### src/rtl/alu_pkg.sv
// Opcode encodings and the result-flag bundle shared by alu_core, alu_pipe and the bench.
package alu_pkg;

  localparam logic [2:0] OP_ADD = 3'd0;
  localparam logic [2:0] OP_SUB = 3'd1;
  localparam logic [2:0] OP_AND = 3'd2;
  localparam logic [2:0] OP_OR  = 3'd3;
  localparam logic [2:0] OP_XOR = 3'd4;
  localparam logic [2:0] OP_NOT = 3'd5;
  localparam logic [2:0] OP_SHL = 3'd6;
  localparam logic [2:0] OP_SHR = 3'd7;

  typedef struct packed {
    logic sign;
    logic zero;
    logic carry;
    logic parity;
    logic overflow;
  } flags_t;

endpackage

### src/rtl/alu_core.sv
// Combinational ALU datapath: result and flags from a, b, opcode; no state, no handshake.
module alu_core
  import alu_pkg::*;
#(
  parameter int WIDTH = 8
) (
  input  logic [WIDTH-1:0] a,
  input  logic [WIDTH-1:0] b,
  input  logic [2:0]       opcode,
  output logic [WIDTH-1:0] result,
  output flags_t           flags
);

  logic [WIDTH:0] ext;
  logic           carry;
  logic           ovf;

  always_comb begin
    ext    = '0;
    result = '0;
    carry  = 1'b0;
    ovf    = 1'b0;
    case (opcode)
      OP_ADD: begin
        ext    = {1'b0, a} + {1'b0, b};
        result = ext[WIDTH-1:0];
        carry  = ext[WIDTH];
        ovf    = (a[WIDTH-1] == b[WIDTH-1]) && (result[WIDTH-1] != a[WIDTH-1]);
      end
      OP_SUB: begin
        // Top bit of the widened difference is the unsigned borrow.
        ext    = {1'b0, a} - {1'b0, b};
        result = ext[WIDTH-1:0];
        carry  = ext[WIDTH];
        ovf    = (a[WIDTH-1] != b[WIDTH-1]) && (result[WIDTH-1] != a[WIDTH-1]);
      end
      OP_AND: result = a & b;
      OP_OR:  result = a | b;
      OP_XOR: result = a ^ b;
      OP_NOT: result = ~a;
      OP_SHL: begin
        result = {a[WIDTH-2:0], 1'b0};
        carry  = a[WIDTH-1];
      end
      OP_SHR: begin
        result = {1'b0, a[WIDTH-1:1]};
        carry  = a[0];
      end
      default: result = '0;
    endcase
  end

  always_comb begin
    flags          = '0;
    flags.sign     = result[WIDTH-1];
    flags.zero     = (result == '0);
    flags.carry    = carry;
    flags.parity   = ~^result;
    flags.overflow = ovf;
  end

endmodule

### src/rtl/alu_pipe.sv
// Two-stage ALU (operand reg, result reg): accept at edge N, result handshake at edge N+2; whole pipe
// holds while out_valid && !out_ready. Define ALU_PIPE_ACC_EN to add an accumulator selectable as operand A.
module alu_pipe
  import alu_pkg::*;
#(
  parameter int WIDTH = 8
) (
  input  logic             clk,
  input  logic             rst_n,
  input  logic             in_valid,
  output logic             in_ready,
  input  logic [WIDTH-1:0] a,
  input  logic [WIDTH-1:0] b,
  input  logic [2:0]       opcode,
  input  logic             acc_sel,
  output logic             out_valid,
  input  logic             out_ready,
  output logic [WIDTH-1:0] out,
  output logic             sign,
  output logic             zero,
  output logic             carry,
  output logic             parity,
  output logic             overflow
);

  logic             stall;
  logic             s1_vld;
  logic [WIDTH-1:0] s1_a;
  logic [WIDTH-1:0] s1_b;
  logic [2:0]       s1_op;
  logic [WIDTH-1:0] op_a;
  logic [WIDTH-1:0] res;
  flags_t           res_flags;
  flags_t           flags_q;

  assign stall    = out_valid && !out_ready;
  assign in_ready = !stall;

`ifdef ALU_PIPE_ACC_EN
  logic [WIDTH-1:0] acc;

  // Only retired results land here; in-flight results are deliberately not forwarded.
  always_ff @(posedge clk or negedge rst_n) begin
    if (!rst_n) begin
      acc <= '0;
    end else if (out_valid && out_ready) begin
      acc <= out;
    end
  end

  assign op_a = acc_sel ? acc : a;
`else
  logic unused_acc_sel;
  assign unused_acc_sel = acc_sel;
  assign op_a           = a;
`endif

  always_ff @(posedge clk or negedge rst_n) begin
    if (!rst_n) begin
      s1_vld <= 1'b0;
      s1_a   <= '0;
      s1_b   <= '0;
      s1_op  <= OP_ADD;
    end else if (!stall) begin
      s1_vld <= in_valid;
      if (in_valid) begin
        s1_a  <= op_a;
        s1_b  <= b;
        s1_op <= opcode;
      end
    end
  end

  alu_core #(
    .WIDTH(WIDTH)
  ) u_core (
    .a      (s1_a),
    .b      (s1_b),
    .opcode (s1_op),
    .result (res),
    .flags  (res_flags)
  );

  always_ff @(posedge clk or negedge rst_n) begin
    if (!rst_n) begin
      out_valid <= 1'b0;
      out       <= '0;
      flags_q   <= '0;
    end else if (!stall) begin
      out_valid <= s1_vld;
      if (s1_vld) begin
        out     <= res;
        flags_q <= res_flags;
      end
    end
  end

  assign sign     = flags_q.sign;
  assign zero     = flags_q.zero;
  assign carry    = flags_q.carry;
  assign parity   = flags_q.parity;
  assign overflow = flags_q.overflow;

endmodule

### config.mk
export PLATFORM = sky130hd
export DESIGN_NAME = alu_pipe
export DESIGN_NICKNAME = d
export VERILOG_FILES = /design/src/rtl/alu_pkg.sv /design/src/rtl/alu_core.sv /design/src/rtl/alu_pipe.sv
export SDC_FILE = /design/constraint.sdc
export NUM_CORES = 1
export LEC_CHECK = 0
export ABC_AREA = 0
export BUFFER_PORTS_ARGS = -buffer_cell sky130_fd_sc_hd__buf_2
export CORE_ASPECT_RATIO = 0.5
export CORE_MARGIN = 3
export CORE_UTILIZATION = 50
export CTS_BUF_LIST = sky130_fd_sc_hd__clkbuf_8
export DETAILED_ROUTE_END_ITERATION = 8
export PLACE_DENSITY = 0.75
export SLEW_MARGIN = 30
export SYNTH_ARGS = -nofsm -noshare
export SYNTH_HDL_FRONTEND = slang
export SYNTH_SLANG_ARGS = --single-unit
export TNS_END_PERCENT = 10
### constraint.sdc
create_clock -name clk -period 8.58 [get_ports clk]
set_input_delay 0.429 -clock clk [delete_from_list [all_inputs] [get_ports clk]]
set_output_delay 0.429 -clock clk [all_outputs]
set_load 0.005 [all_outputs]
==> tab_implementation.tex <==
\begin{tabular}{lr}
\hline
Metric & Value \\
\hline
\multicolumn{2}{l}{\textbf{Clock tree}} \\
\quad Hold-fix buffer count after cts & 0 \\
\quad Maximum number of buffers from clock root to sink & 2 \\
\quad Post-CTS setup buffers & 0 \\
\quad Clock edge transition at the registers on the reported setup and hold paths & approximately 0.08 ns \\
\quad Clk root buf & clkbuf\_8 \\
\quad Clock latency at the later pin of the worst-skew pair & 0.29 ns \\
\quad CTS Sinks & 33 \\
\quad Cells resized by post-CTS repair & 0 \\
\quad CTS tree & built \\
\quad Number of buffers created by CTS & 5 \\
\quad H-tree depth & 2 \\
\multicolumn{2}{l}{\textbf{Yosys}} \\
\quad Net count after synthesis & between 300 and 400 \\
\quad Most instantiated cells after synthesis & dfrtp\_1 (33), nand2\_1 (29), ha\_1 (28), inv\_1 (27), o21ai\_0 (26) \\
\quad Register bit total from synthesis & 33 \\
\quad Number of synthesis warnings & 0 \\
\quad Cell accounting for the most synthesized area & dfrtp\_1 \\
\quad Average footprint of a synthesized cell & between 8 and 9 sq um \\
\quad Number of flops mapped to enable cells by yosys & 0 \\
\quad Gate count of the mapped netlist & between 300 and 400 \\
\quad Post-synthesis instance area & around 2800 sq um \\
\quad Predominant post-synthesis flop cell & dfrtp\_1 \\
\quad Area share of the largest cell type after synthesis & 0.296 \\
\quad Count of unique library cells instantiated by Yosys & 60 \\
\quad Synth area leaders & dfrtp\_1 (30\%), ha\_1 (13\%), mux2\_2 (8.5\%) \\
\quad Most numerous cell in the Yosys netlist & dfrtp\_1 \\
\quad Sequential area share after synthesis & 0.296 \\
\quad Proportion of synthesized flip-flops having asynchronous set or reset & 1.00 \\
\multicolumn{2}{l}{\textbf{Critical path}} \\
\quad Cells along the critical path & clkinv\_1 > nand2\_1 > a21oi\_1 > a221oi\_1 > o21ai\_0 > o21ai\_0 > ha\_1 > xor2\_1 > xnor2\_1 > o21ai\_0 \\
\quad Sort of element at the start of the critical path & register \\
\quad Max Fanout on Critical Path & 30 \\
\quad Data arrival time of the worst path & approximately 3.4 ns \\
\quad Endpoint class of the critical path & register \\
\quad Delay of the slowest critical-path stage & roughly 0.95 ns \\
\quad Highest-delay cell along the critical path & dfrtp\_1 \\
\quad Critical Path RT & slightly below 9 ns \\
\quad Most Frequent Cell on Critical Path & o21ai\_0 \\
\quad Kind of critical path & reg -> reg \\
\multicolumn{2}{l}{\textbf{Run}} \\
\quad Max-cap violations & 0 \\
\multicolumn{2}{l}{\textbf{STA}} \\
\quad Number of setup violations in the final report & 0 \\
\quad Slew of the pin with the lowest slew margin & slightly above 0.9 ns \\
\quad Number of max-slew violations in the final report & 0 \\
\quad Number of failing hold endpoints at the final stage & 0 \\
\quad Max Clk Rate & approximately 300 MHz \\
\quad Period utilization & 0.383 \\
\quad Setup repair after global routing missed its margin & false \\
\quad PnR worst setup slack & between 5 and 6 ns \\
\quad Worst Skew & 0.0136 ns \\
\quad Setup TNS & 0 ns \\
\quad Minimum clock period & about 3.3 ns \\
\quad Worst slew slack as a fraction of its limit & 0.382 \\
\multicolumn{2}{l}{\textbf{Global route}} \\
\quad Largest net degree at the start of global routing & 36 \\
\quad Wire length of the first global-routing pass & roughly 11000 um \\
\quad GR peak layer & met1 \\
\quad Number of global-route vias before repair & roughly 2200 \\
\quad GRT Residual Overflow & 0 \\
\quad Number of antenna violations at the first check in global routing & 0 \\
\quad GR met3 Demand/Resource & 0.0493 \\
\quad M2 GR Usage & 0.319 \\
\quad Global-route track usage on met1 & 0.320 \\
\quad Overall fraction of global-route tracks in use & 0.214 \\
\multicolumn{2}{l}{\textbf{Floorplan}} \\
\quad Top-level I/O count & 39 \\
\quad Die ar. & roughly 6600 sq um \\
\quad Starting Density & 0.541 \\
\quad Die width & 112 um \\
\quad Floorplan Core Area & around 5200 sq um \\
\quad Rows & 18 \\
\quad Floorplan die height & just under 60 um \\
\multicolumn{2}{l}{\textbf{Power and ir drop}} \\
\quad Leakage Power & 0.00146 uW \\
\quad Peak supply drop & about 0.11 mV \\
\quad Pwr/cell area & around 260 nW/um\^{}2 \\
\multicolumn{2}{l}{\textbf{Routing}} \\
\quad Wirelength, routed & $\sim$6800 um \\
\quad Detail Route Antenna Nets & 0 \\
\quad Initial DRC count & 172 \\
\quad DR vias & between 2000 and 2500 \\
\quad Drt via density & approximately 5.8 \\
\quad Average detailed-routed wire length per instance & 16.6 um \\
\quad Detailed-route DRC error count & 0 \\
\quad First-pass iteration count of the detailed router & 4 \\
\multicolumn{2}{l}{\textbf{Finish}} \\
\quad Fin nets & 390 \\
\quad Share of final-layout standard cells stronger than drive strength 1 & 0.226 \\
\quad Area growth from synthesis to layout & 9.01\% \\
\quad Number of inserted filler cells in the final layout & 469 \\
\quad ANT cells & 0 \\
\multicolumn{2}{l}{\textbf{Place}} \\
\quad Placed wire-length estimate after detailed placement & approximately 5200 um \\
\quad DP Worst Slack & 5.33 ns \\
\quad Port Buf Inserts & 37 \\
\quad Global placer's final weighted congestion & 0.883 \\
\multicolumn{2}{l}{\textbf{Min path}} \\
\quad Worst min-delay path category & in -> async \\
\multicolumn{2}{l}{\textbf{Outcome}} \\
\quad Outcome & completed \\
\hline
\end{tabular}
[worst max-delay path, delay by kind of cell, from the launching register on]
kind            cells  cell delay, ns
flops               1            0.95
compound gates      5            0.81
buf+inv             1            0.55
xor+xnor            2            0.30
fa+ha+maj           1            0.27
simple gates        1            0.24
[flip-flops by register name, indices dropped and copies added (netlist names)]
name,cells
s1_vld,1
s1_a,8
overflow,1
s1_b,8
out,8
s1_op,3
carry,1
parity,1
zero,1
out_valid,1
[cell usage in the layout (no fill, tap or decap), types with 9 or more instances in the layout]
cell     Yosys  final
buf_2        6     37
dfrtp_1     33     32
nand2_1     29     29
inv_1       27     28
ha_1        28     28
o21ai_0     26     26
mux2_2      21     21
a21oi_1     17     17
nor2_1      14     14
xnor2_1      9      9
[metal layers]
metal	wire length [um]	vias to the layer above
met5	0	-
met4	22	0
met3	690	4
met2	2760	88
met1	3290	1135
li1	-	1145
[final cells by class]
class,count,area [sq um],area share
sequential,33,827,0.272
tap,70,87.6,0.0288
inverter,29,109,0.0358
clock buffer,5,68.8,0.0226
timing repair buffer,38,193,0.0633
multi-input combinational,229,1740,0.573
clock inverter,3,13.8,0.00452
[cell families after synthesis]
family,Yosys count,share of synthesized area
AOI/OAI and AO/OA,95,0.234
xor gates and xnor gates,10,0.0314
adders and majority gates,30,0.140
buffers and inverters,50,0.0793
DFF,33,0.296
muxes,26,0.103
and+or+nand+nor,68,0.117
[through the flow]
step | power (uW) | std cells | hold slack [ns] | util | instance area (sq um)
floorplan | 573 | 312 | 0.133 | - | 2790
global placement | 663 | 399 | 0.455 | 0.574 | 2960
detailed placement | 681 | 399 | 0.466 | 0.574 | 2960
CTS | 796 | 407 | 0.217 | 0.590 | 3040
global route | 864 | 407 | 0.244 | 0.590 | 3040
finish | 795 | 407 | 0.188 | 0.590 | 3040
[final timing paths]
check                          from  endpoint  slack, ns  depth (start not counted)
max                        s1_op[1]    parity       5.29                         10
min in group clk               b[7]   s1_b[7]       0.36                          2
max reg2reg                s1_op[1]    parity       5.29                         10
min                           rst_n    out[6]       0.19                          1
max in group asynchronous     rst_n  s1_op[2]       7.86                          1
min reg2reg                    zero      zero       0.47                          2
[power breakdown]
group,switching (uW),internal [uW]
clock,58.8,55.0
combinational,232,200
sequential,52.7,197
total,344,452
(Power assumes the default switching activity.)
